`config.mk`:
```
export PLATFORM = sky130hd
export DESIGN_NAME = exc_ctrl
export DESIGN_NICKNAME = d
export VERILOG_FILES = /design/src/rtl/exc_pkg.sv /design/src/rtl/exc_prio_enc.sv /design/src/rtl/exc_ctrl.sv
export SDC_FILE = /design/constraint.sdc
export NUM_CORES = 1
export LEC_CHECK = 0
export CAP_MARGIN = 20
export CORE_AREA = 4 4 132 134
export DETAILED_ROUTE_END_ITERATION = 6
export DIE_AREA = 0 0 136 138
export SLEW_MARGIN = 30
export SYNTH_ARGS = -nofsm -noshare
export SYNTH_HDL_FRONTEND = slang
export SYNTH_SLANG_ARGS = --single-unit
```
`constraint.sdc`:
```
create_clock -name clk -period 7.1 [get_ports clk]
set_input_delay 1.065 -clock clk [delete_from_list [all_inputs] [get_ports clk]]
set_output_delay 1.065 -clock clk [all_outputs]
set_load 0.01 [all_outputs]
```
`src/rtl/exc_pkg.sv`:
```
// Shared definitions for the CP0 exception controller: exception codes,
// flag bit indices, Status/Cause field positions and FSM states.
package exc_pkg;

    localparam logic [31:0] EXC_NONE    = 32'h0000_0000;
    localparam logic [31:0] EXC_INT     = 32'h0000_0001;
    localparam logic [31:0] EXC_ADEL    = 32'h0000_0004;
    localparam logic [31:0] EXC_ADES    = 32'h0000_0005;
    localparam logic [31:0] EXC_SYS     = 32'h0000_0008;
    localparam logic [31:0] EXC_BP      = 32'h0000_0009;
    localparam logic [31:0] EXC_RI      = 32'h0000_000A;
    localparam logic [31:0] EXC_OV      = 32'h0000_000C;
    localparam logic [31:0] EXC_TR      = 32'h0000_000D;
    localparam logic [31:0] EXC_ERET    = 32'h0000_000E;
    localparam logic [31:0] EXC_ADEL_IF = 32'h0000_000F;

    localparam int NUM_FLAGS = 9;

    typedef enum logic [3:0] {
        FLG_ADEL_IF = 4'd0,
        FLG_RI      = 4'd1,
        FLG_SYS     = 4'd2,
        FLG_BRK     = 4'd3,
        FLG_TRAP    = 4'd4,
        FLG_OV      = 4'd5,
        FLG_ADEL_D  = 4'd6,
        FLG_ADES    = 4'd7,
        FLG_ERET    = 4'd8
    } flag_idx_e;

    localparam int ST_IE    = 0;
    localparam int ST_EXL   = 1;
    localparam int ST_IM_LO = 8;
    localparam int ST_IM_HI = 15;
    localparam int ST_BEV   = 22;
    localparam int CA_IP_LO = 8;
    localparam int CA_IP_HI = 15;
    localparam int CA_SW_HI = 9;

    localparam logic [4:0] CP0_STATUS = 5'd12;
    localparam logic [4:0] CP0_CAUSE  = 5'd13;
    localparam logic [4:0] CP0_EPC    = 5'd14;

    typedef enum logic {
        S_IDLE  = 1'b0,
        S_FLUSH = 1'b1
    } state_e;

endpackage

```
`src/rtl/exc_prio_enc.sv`:
```
// Fixed-priority selection of the winning exception source and its CP0 code.
module exc_prio_enc
    import exc_pkg::*;
(
    input  logic [NUM_FLAGS-1:0] flags,
    input  logic                 int_pend,
    output logic [31:0]          code,
    output logic                 any_valid,
    output logic                 is_eret
);

    // Interrupts beat every synchronous fault; ERET only wins when nothing else is set.
    always_comb begin
        code      = EXC_NONE;
        any_valid = 1'b1;
        is_eret   = 1'b0;
        if (int_pend) begin
            code = EXC_INT;
        end else if (flags[FLG_ADEL_IF]) begin
            code = EXC_ADEL_IF;
        end else if (flags[FLG_RI]) begin
            code = EXC_RI;
        end else if (flags[FLG_SYS]) begin
            code = EXC_SYS;
        end else if (flags[FLG_BRK]) begin
            code = EXC_BP;
        end else if (flags[FLG_TRAP]) begin
            code = EXC_TR;
        end else if (flags[FLG_OV]) begin
            code = EXC_OV;
        end else if (flags[FLG_ADEL_D]) begin
            code = EXC_ADEL;
        end else if (flags[FLG_ADES]) begin
            code = EXC_ADES;
        end else if (flags[FLG_ERET]) begin
            code    = EXC_ERET;
            is_eret = 1'b1;
        end else begin
            any_valid = 1'b0;
        end
    end

endmodule

```
`src/rtl/exc_ctrl.sv`:
```
// Exception/interrupt controller beside MEM: selects one event, reports it to
// CP0 in the same cycle, then holds the pipeline flush for FLUSH_CYCLES.
module exc_ctrl
    import exc_pkg::*;
#(
    parameter int          FLUSH_CYCLES = 2,
    parameter logic [31:0] VEC_BEV1     = 32'hBFC0_0380,
    parameter logic [31:0] VEC_BEV0     = 32'h8000_0180
) (
    input  logic                 clk,
    input  logic                 rst,
    input  logic                 mem_valid_i,
    input  logic                 mem_stall_i,
    input  logic [31:0]          mem_pc_i,
    input  logic                 mem_in_delayslot_i,
    input  logic [31:0]          mem_addr_i,
    input  logic [NUM_FLAGS-1:0] exc_flags_i,
    input  logic [31:0]          cp0_status_i,
    input  logic [31:0]          cp0_cause_i,
    input  logic [31:0]          cp0_epc_i,
    input  logic                 wb_cp0_we_i,
    input  logic [4:0]           wb_cp0_addr_i,
    input  logic [31:0]          wb_cp0_data_i,
    output logic [31:0]          except_type_o,
    output logic [31:0]          except_pc_o,
    output logic                 except_delayslot_o,
    output logic [31:0]          except_addr_o,
    output logic                 flush_o,
    output logic                 redirect_o,
    output logic [31:0]          redirect_pc_o
);

    localparam logic [3:0] FLUSH_INIT = 4'(FLUSH_CYCLES - 1);

    state_e      state_r;
    state_e      state_n;
    logic [3:0]  cnt_r;
    logic [3:0]  cnt_n;

    logic        status_hit_s;
    logic        cause_hit_s;
    logic        epc_hit_s;
    logic [31:0] status_s;
    logic [31:0] cause_s;
    logic [31:0] epc_s;
    logic        int_pend_s;
    logic [31:0] code_s;
    logic        any_valid_s;
    logic        is_eret_s;
    logic        commit_s;
    logic [31:0] vector_s;
    logic        unused_bits_s;

    assign status_hit_s = wb_cp0_we_i & (wb_cp0_addr_i == CP0_STATUS);
    assign cause_hit_s  = wb_cp0_we_i & (wb_cp0_addr_i == CP0_CAUSE);
    assign epc_hit_s    = wb_cp0_we_i & (wb_cp0_addr_i == CP0_EPC);

    // Forward an in-flight MTC0 so the decision sees the value CP0 is about to hold.
    always_comb begin
        status_s = cp0_status_i;
        cause_s  = cp0_cause_i;
        epc_s    = cp0_epc_i;
        if (status_hit_s) begin
            status_s[ST_IM_HI:ST_IM_LO] = wb_cp0_data_i[ST_IM_HI:ST_IM_LO];
            status_s[ST_EXL]            = wb_cp0_data_i[ST_EXL];
            status_s[ST_IE]             = wb_cp0_data_i[ST_IE];
        end else begin
            status_s = cp0_status_i;
        end
        if (cause_hit_s) begin
            cause_s[CA_SW_HI:CA_IP_LO] = wb_cp0_data_i[CA_SW_HI:CA_IP_LO];
        end else begin
            cause_s = cp0_cause_i;
        end
        if (epc_hit_s) begin
            epc_s = wb_cp0_data_i;
        end else begin
            epc_s = cp0_epc_i;
        end
    end

    assign int_pend_s = status_s[ST_IE] & ~status_s[ST_EXL]
                      & (|(cause_s[CA_IP_HI:CA_IP_LO] & status_s[ST_IM_HI:ST_IM_LO]));

    exc_prio_enc u_prio (
        .flags     (exc_flags_i),
        .int_pend  (int_pend_s),
        .code      (code_s),
        .any_valid (any_valid_s),
        .is_eret   (is_eret_s)
    );

    assign commit_s = (state_r == S_IDLE) & mem_valid_i & ~mem_stall_i & any_valid_s;
    assign vector_s = status_s[ST_BEV] ? VEC_BEV1 : VEC_BEV0;

    assign unused_bits_s = ^{status_s[31:23], status_s[21:16], status_s[7:2],
                             cause_s[31:16], cause_s[7:0]};

    // State and flush counter register.
    always_ff @(posedge clk) begin
        if (rst) begin
            state_r <= S_IDLE;
            cnt_r   <= 4'd0;
        end else begin
            state_r <= state_n;
            cnt_r   <= cnt_n;
        end
    end

    // Next state: the commit cycle already counts as the first flush cycle.
    always_comb begin
        state_n = state_r;
        cnt_n   = cnt_r;
        case (state_r)
            S_IDLE: begin
                if (commit_s) begin
                    cnt_n   = FLUSH_INIT;
                    state_n = (FLUSH_CYCLES > 1) ? S_FLUSH : S_IDLE;
                end else begin
                    cnt_n   = 4'd0;
                    state_n = S_IDLE;
                end
            end
            S_FLUSH: begin
                if (cnt_r <= 4'd1) begin
                    cnt_n   = 4'd0;
                    state_n = S_IDLE;
                end else begin
                    cnt_n   = cnt_r - 4'd1;
                    state_n = S_FLUSH;
                end
            end
            default: begin
                cnt_n   = 4'd0;
                state_n = S_IDLE;
            end
        endcase
    end

    // Outputs: zero-latency report on commit, flush-only while draining.
    always_comb begin
        except_type_o      = EXC_NONE;
        except_pc_o        = 32'h0000_0000;
        except_delayslot_o = 1'b0;
        except_addr_o      = 32'h0000_0000;
        flush_o            = 1'b0;
        redirect_o         = 1'b0;
        redirect_pc_o      = 32'h0000_0000;
        if (rst) begin
            flush_o = 1'b0;
        end else begin
            case (state_r)
                S_IDLE: begin
                    if (commit_s) begin
                        except_type_o      = code_s;
                        except_pc_o        = mem_pc_i;
                        except_delayslot_o = mem_in_delayslot_i;
                        except_addr_o      = mem_addr_i;
                        flush_o            = 1'b1;
                        redirect_o         = 1'b1;
                        redirect_pc_o      = is_eret_s ? epc_s : vector_s;
                    end else begin
                        flush_o = 1'b0;
                    end
                end
                S_FLUSH: begin
                    flush_o = 1'b1;
                end
                default: begin
                    flush_o = 1'b0;
                end
            endcase
        end
    end

endmodule

```
# Word-level counts from Yosys, hierarchy flattened
# Cells that the tools add are included.
# Widths: inputs -> output; s select.
[word_totals]
regBits = 5
output_inout_bits = 131
[classes]
addsub = 1
magnitude_cmp = 1
n_eq_ne = 3
n_mux = 60
n_bitwise = 12
reduce_logical = 1
[op_table]
columns = ["op", "n"]
rows = [
  ["$mux 32", 23],
  ["$mux 30", 1],
  ["$mux 1", 28],
  ["$eq 5x4->1 const B", 3],
  ["$and 1x1->1", 8],
  ["$and 8x8->8", 1],
  ["$mux 4", 2],
  ["$mux 8", 1],
  ["$pmux 4 s2", 1],
  ["$reduce_or 8->1", 1],
  ["$le 4x1->1 const B", 1],
  ["$mux 2", 2],
  ["$pmux 1 s2", 2],
  ["$sub 4x1->4 const B", 1],
  ["$not 1->1", 3],
]

# Longest topological paths before layout
[logic_depth]
depth_word = 14
mapped_depth = 10
ltp_nobuf = 8

# By module
# Synthesis repeated with hierarchy kept, for this count alone.
[unflattened]
cells_unflattened = 317
hier_area_um2 = 1899.3
[by_module_without_submodules]
columns = ["module", "instances", "cells_per_inst", "area_per_inst_um2", "seq_area_each_um2"]
rows = [
  ["exc_ctrl", 1, 267, 1575.3, 100.1],
  ["exc_prio_enc", 1, 50, 324.1, 0.0],
]

# Worst setup path after synthesis
# No wires, ideal clock.
[synth_timing]
path_kind = "in2out"
startpoint = "in wb_cp0_addr_i[4]"
endpoint = "out except_addr_o[24]"
t_arrival_ns = 3.235
t_required_ns = 6.035
setup_slack_ns = 2.800
stages = 10
path_buffers = 2
path_cell_list = "nand4b_4 -> nor3_4 -> mux2_2 -> a2111oi_2 -> a31oi_1 -> o21ai_2 -> inv_2 -> buf_6 -> buf_6 -> and2_1"
[synth_between]
elab_chain_cells = 11
word_cells_on_any_way = 17
classes_between = "eq/ne (2); mux (7); bitwise (7); reduce/logical (1)"
[synth_lines]
columns = ["item", "line", "source"]
rows = [
  ["start, declared", "exc_ctrl.sv:22", "input logic [4:0] wb_cp0_addr_i,"],
  ["$eq 5x4->1, on equally long branches", "exc_ctrl.sv:55, exc_ctrl.sv:54", ""],
  ["$and 1x1->1, on equally long branches", "exc_ctrl.sv:55, exc_ctrl.sv:54", ""],
  ["$mux 2 (tied with other cells)", "exc_ctrl.sv:70", "if (cause_hit_s) begin"],
  ["$and 8x8->8 / $not 1->1 (equally long branches)", "exc_ctrl.sv:83, exc_ctrl.sv:82", ""],
  ["$reduce_or 8->1 / $and 1x1->1 (equally long branches)", "exc_ctrl.sv:83, exc_ctrl.sv:82", ""],
  ["$and 1x1->1 (*)", "exc_ctrl.sv:83", "& (|(cause_s[CA_IP_HI:CA_IP_LO] & status_s[ST_IM_HI:ST_IM_LO]));"],
  ["$mux 1 (*)", "exc_prio_enc.sv:17", "if (int_pend) begin"],
  ["$and 1x1->1 (*)", "exc_ctrl.sv:93", "assign commit_s = (state_r == S_IDLE) & mem_valid_i & ~mem_stall_i & any_valid_s;"],
  ["$mux 32 (*)", "exc_ctrl.sv:154", "if (commit_s) begin"],
  ["$mux 32 (*)", "exc_ctrl.sv:152", "case (state_r)"],
  ["$mux 32 (*)", "exc_ctrl.sv:149", "if (rst) begin"],
  ["end, declared", "exc_ctrl.sv:27", "output logic [31:0] except_addr_o,"],
]
# Every way passes the cells marked *; elsewhere a longest branch is shown, timed or not.

# Final worst setup path
[layout_timing]
startpoint = "in wb_cp0_addr_i[2]"
endpoint = "out except_addr_o[27]"
# The elaborated chain is that of the path after synthesis.

==> run metrics <==
antenna violations before repair 4; setup repair after global routing missed its margin false; critical path capture point type output port; clock sink count 5; Reg clk slew, reported paths 30 ps; number of synthesized flops with an enable pin 0; GRT Total Usage 10.9%; area added between synthesis and finish 163%; Clk pwr share 31.2%; Tcrit/Tclk final 82.9%; Top FF cell, synth dfxtp_1; Seq/Total Area, Yosys 5.71%; synthesized instance count about 280; Ys Warns 0; final hold slack ~500 ps; clock buffer depth 2; minimum clock period just under 6000 ps; CTS tree yes; Worst EP required 6030 ps; Int Pwr 0.219 mW; number of post-CTS setup repair buffers 0; leak pwr 1.75 nW; Setup violations, final 0; Psw 0.0728 mW; routed len/inst between 15 and 20 um; I/O pin count 343; DR vias/cell 3.74; pwr dens 63.3 nW/um^2; RD Place Congestion 0.760; most frequent CP cell clkdlybuf4s50_1; GR Overflow Total 0; core area 16,300 um^2; Seq cells post-synth 5; Flop pwr share 10.2%; asr flop ratio synth 0%; Pre-Repair DR Iteration Count 4; CP max FO 67; htree depth 1; Comb pwr share 58.6%; final hold viol count 0; Fin Setup TNS 0 ps; class of the worst hold path flip-flop to flip-flop; Starting Density 10.8%; startpoint types input port; routed vias ~2,800; die footprint between 15,000 and 20,000 um^2; Die Span Y 138 um; post-cts sizing count 0; Final Max Slew Viols 0; Clock Latency Late Sink 230 ps; Iter 0 DRT Violations 55; worst-path cell chain clkdlybuf4s50_1 > nand4b_4 > nor3_4 > mux2_2 > a2111oi_2 > a31oi_1 > o21ai_2 > buf_4 > inv_2 > and2_1 > clkdlybuf4s50_1; synth unique cells 40; VDD IR max 48.4 uV; FP Rows 47; vias in the first global route 2,713; Crit path largest cell delay about 530 ps; DRT antenna net count 0; Worst Path Arrival 4820 ps; layout cells sized above 1 3.52%; largest net degree at the start of global routing 68; Port Buffers about 270; status finished, final reports clean; Nets 755; global-route wire length before repair around 16,000 um; Clock Skew 1.02 ps; Chip Width 136 um; Max-Cap Viols 0; Syn Std Cell Area 1750 um^2; CTS Hold Bufs 0; Slew @ Worst Pin about 800 ps; Sw Share between 20% and 30%; Routed WL 11,500 um; Max stage delay cell, worst path a2111oi_2; slew margin rel. ~45%; dpl hpwl 10,200 um; number of remaining DRC errors 0; Fmax 0.170 GHz; CP Class input port to output port; Syn Area/Cell 6.17 um^2; TritonCTS buffer count 3; clock tree root buffer cell clkbuf_16
layout make-up:
cell class                      instances  area (um^2)
Inverter                                5         18.8
Sequential cell                         5          100
Multi-Input combinational cell        255         1430
Tap cell                              220          275
Antenna cell                            1         2.50
Fill cell                            1841        11700
Timing Repair Buffer                  271         2710
Clock buffer                            4         78.8
cell usage after synthesis, types with 2 or more instances:
| cell type | instances | area [um^2] |
|---|---|---|
| and2_1 | 67 | 419 |
| xnor2_1 | 2 | 17.5 |
| nand2_1 | 71 | 267 |
| nor3_1 | 5 | 25.0 |
| buf_4 | 28 | 210 |
| a22oi_1 | 3 | 22.5 |
| inv_1 | 4 | 15.0 |
| dfxtp_1 | 5 | 100 |
| nor2_1 | 11 | 41.3 |
| clkbuf_1 | 13 | 48.8 |
| a311oi_1 | 10 | 87.6 |
| buf_6 | 4 | 45.0 |
| nor3b_1 | 3 | 22.5 |
| o21ai_0 | 2 | 10.0 |
| ha_1 | 2 | 25.0 |
| mux2_2 | 6 | 67.6 |
| a21oi_1 | 21 | 105 |
| a31oi_1 | 5 | 31.3 |
flip-flops by register name (all words and copies together), names as in the netlist:
register and flops:
state_r 1, cnt_r 4
worst max-delay path: cells and delay by family:
kind,cells,cell delay (ps)
muxes,1,390
buffers and inverters,4,1570
AOI/OAI and AO/OA,3,900
and+or+nand+nor,3,860
placed cells by master (no fill, tap or decap), types with 2 or more instances in the layout:
cell type	synthesis	layout
a21oi_1	21	21
a22oi_1	3	3
a311oi_1	10	10
a31oi_1	5	5
and2_1	67	66
buf_4	28	2
clkbuf_16	0	3
clkdlybuf4s50_1	0	269
conb_1	1	28
dfxtp_1	5	5
ha_1	2	2
inv_1	4	4
mux2_2	6	6
nand2_1	71	70
nor2_1	11	11
nor3_1	5	5
nor3b_1	3	3
o21ai_0	2	2
xnor2_1	2	2
cell families (layout without fill, tap and decap cells):
family          after synthesis  after routing  synth area share (%)
xor+xnor                      2              2                 0.999
compound gates               51             51                  19.6
other cells                   1             29                 0.214
mux                           7              7                  4.43
fa+ha+maj                     2              2                  1.43
flops                         5              5                  5.71
buf+inv                      51            280                  18.7
simple gates                165            165                  48.9
metal layers:
layer / GRT usage, % / wire length [um] / part of all wire (%)
met1: 9.98 / 3630 / 32
met2: 21.9 / 5970 / 52
met3: 5.09 / 1740 / 15
met4: 1.75 / 153 / 1.3
met5: 0 / 21 / 0.18
stage by stage:
step	utilization [%]	power, mW	setup slack, ps	cell area [um^2]	cells
after floorplan	-	0.0876	2800	1850	311
after global routing	28.3	0.311	869	4610	761
after detailed placement	27.8	0.202	1110	4530	756
after CTS	28.3	0.296	1100	4610	760
final	28.3	0.292	1210	4610	761
after global placement	27.8	0.202	1090	4530	756
power groups by stage:
stage	logic, mW	registers, mW	clock network (mW)
3_5_place_dp	0.172	0.0301	0
4_1_cts	0.173	0.0297	0.0934
3_3_place_gp	0.172	0.0301	0
5_1_grt	0.185	0.0298	0.0962
2_1_floorplan	0.0578	0.0298	0
6_report	0.171	0.0297	0.0912
path summary, 6_finish.rpt:
path / cells past startpoint / endpoint / start / slack, ps
min reg2reg: 1 / cnt_r[0] / cnt_r[0] / 500
max: 11 / except_addr_o[27] / wb_cp0_addr_i[2] / 1210
min: 1 / cnt_r[0] / cnt_r[0] / 500
max reg2reg: 4 / cnt_r[0] / state_r / 5630
Note: power is estimated with default switching activity, not from simulation.
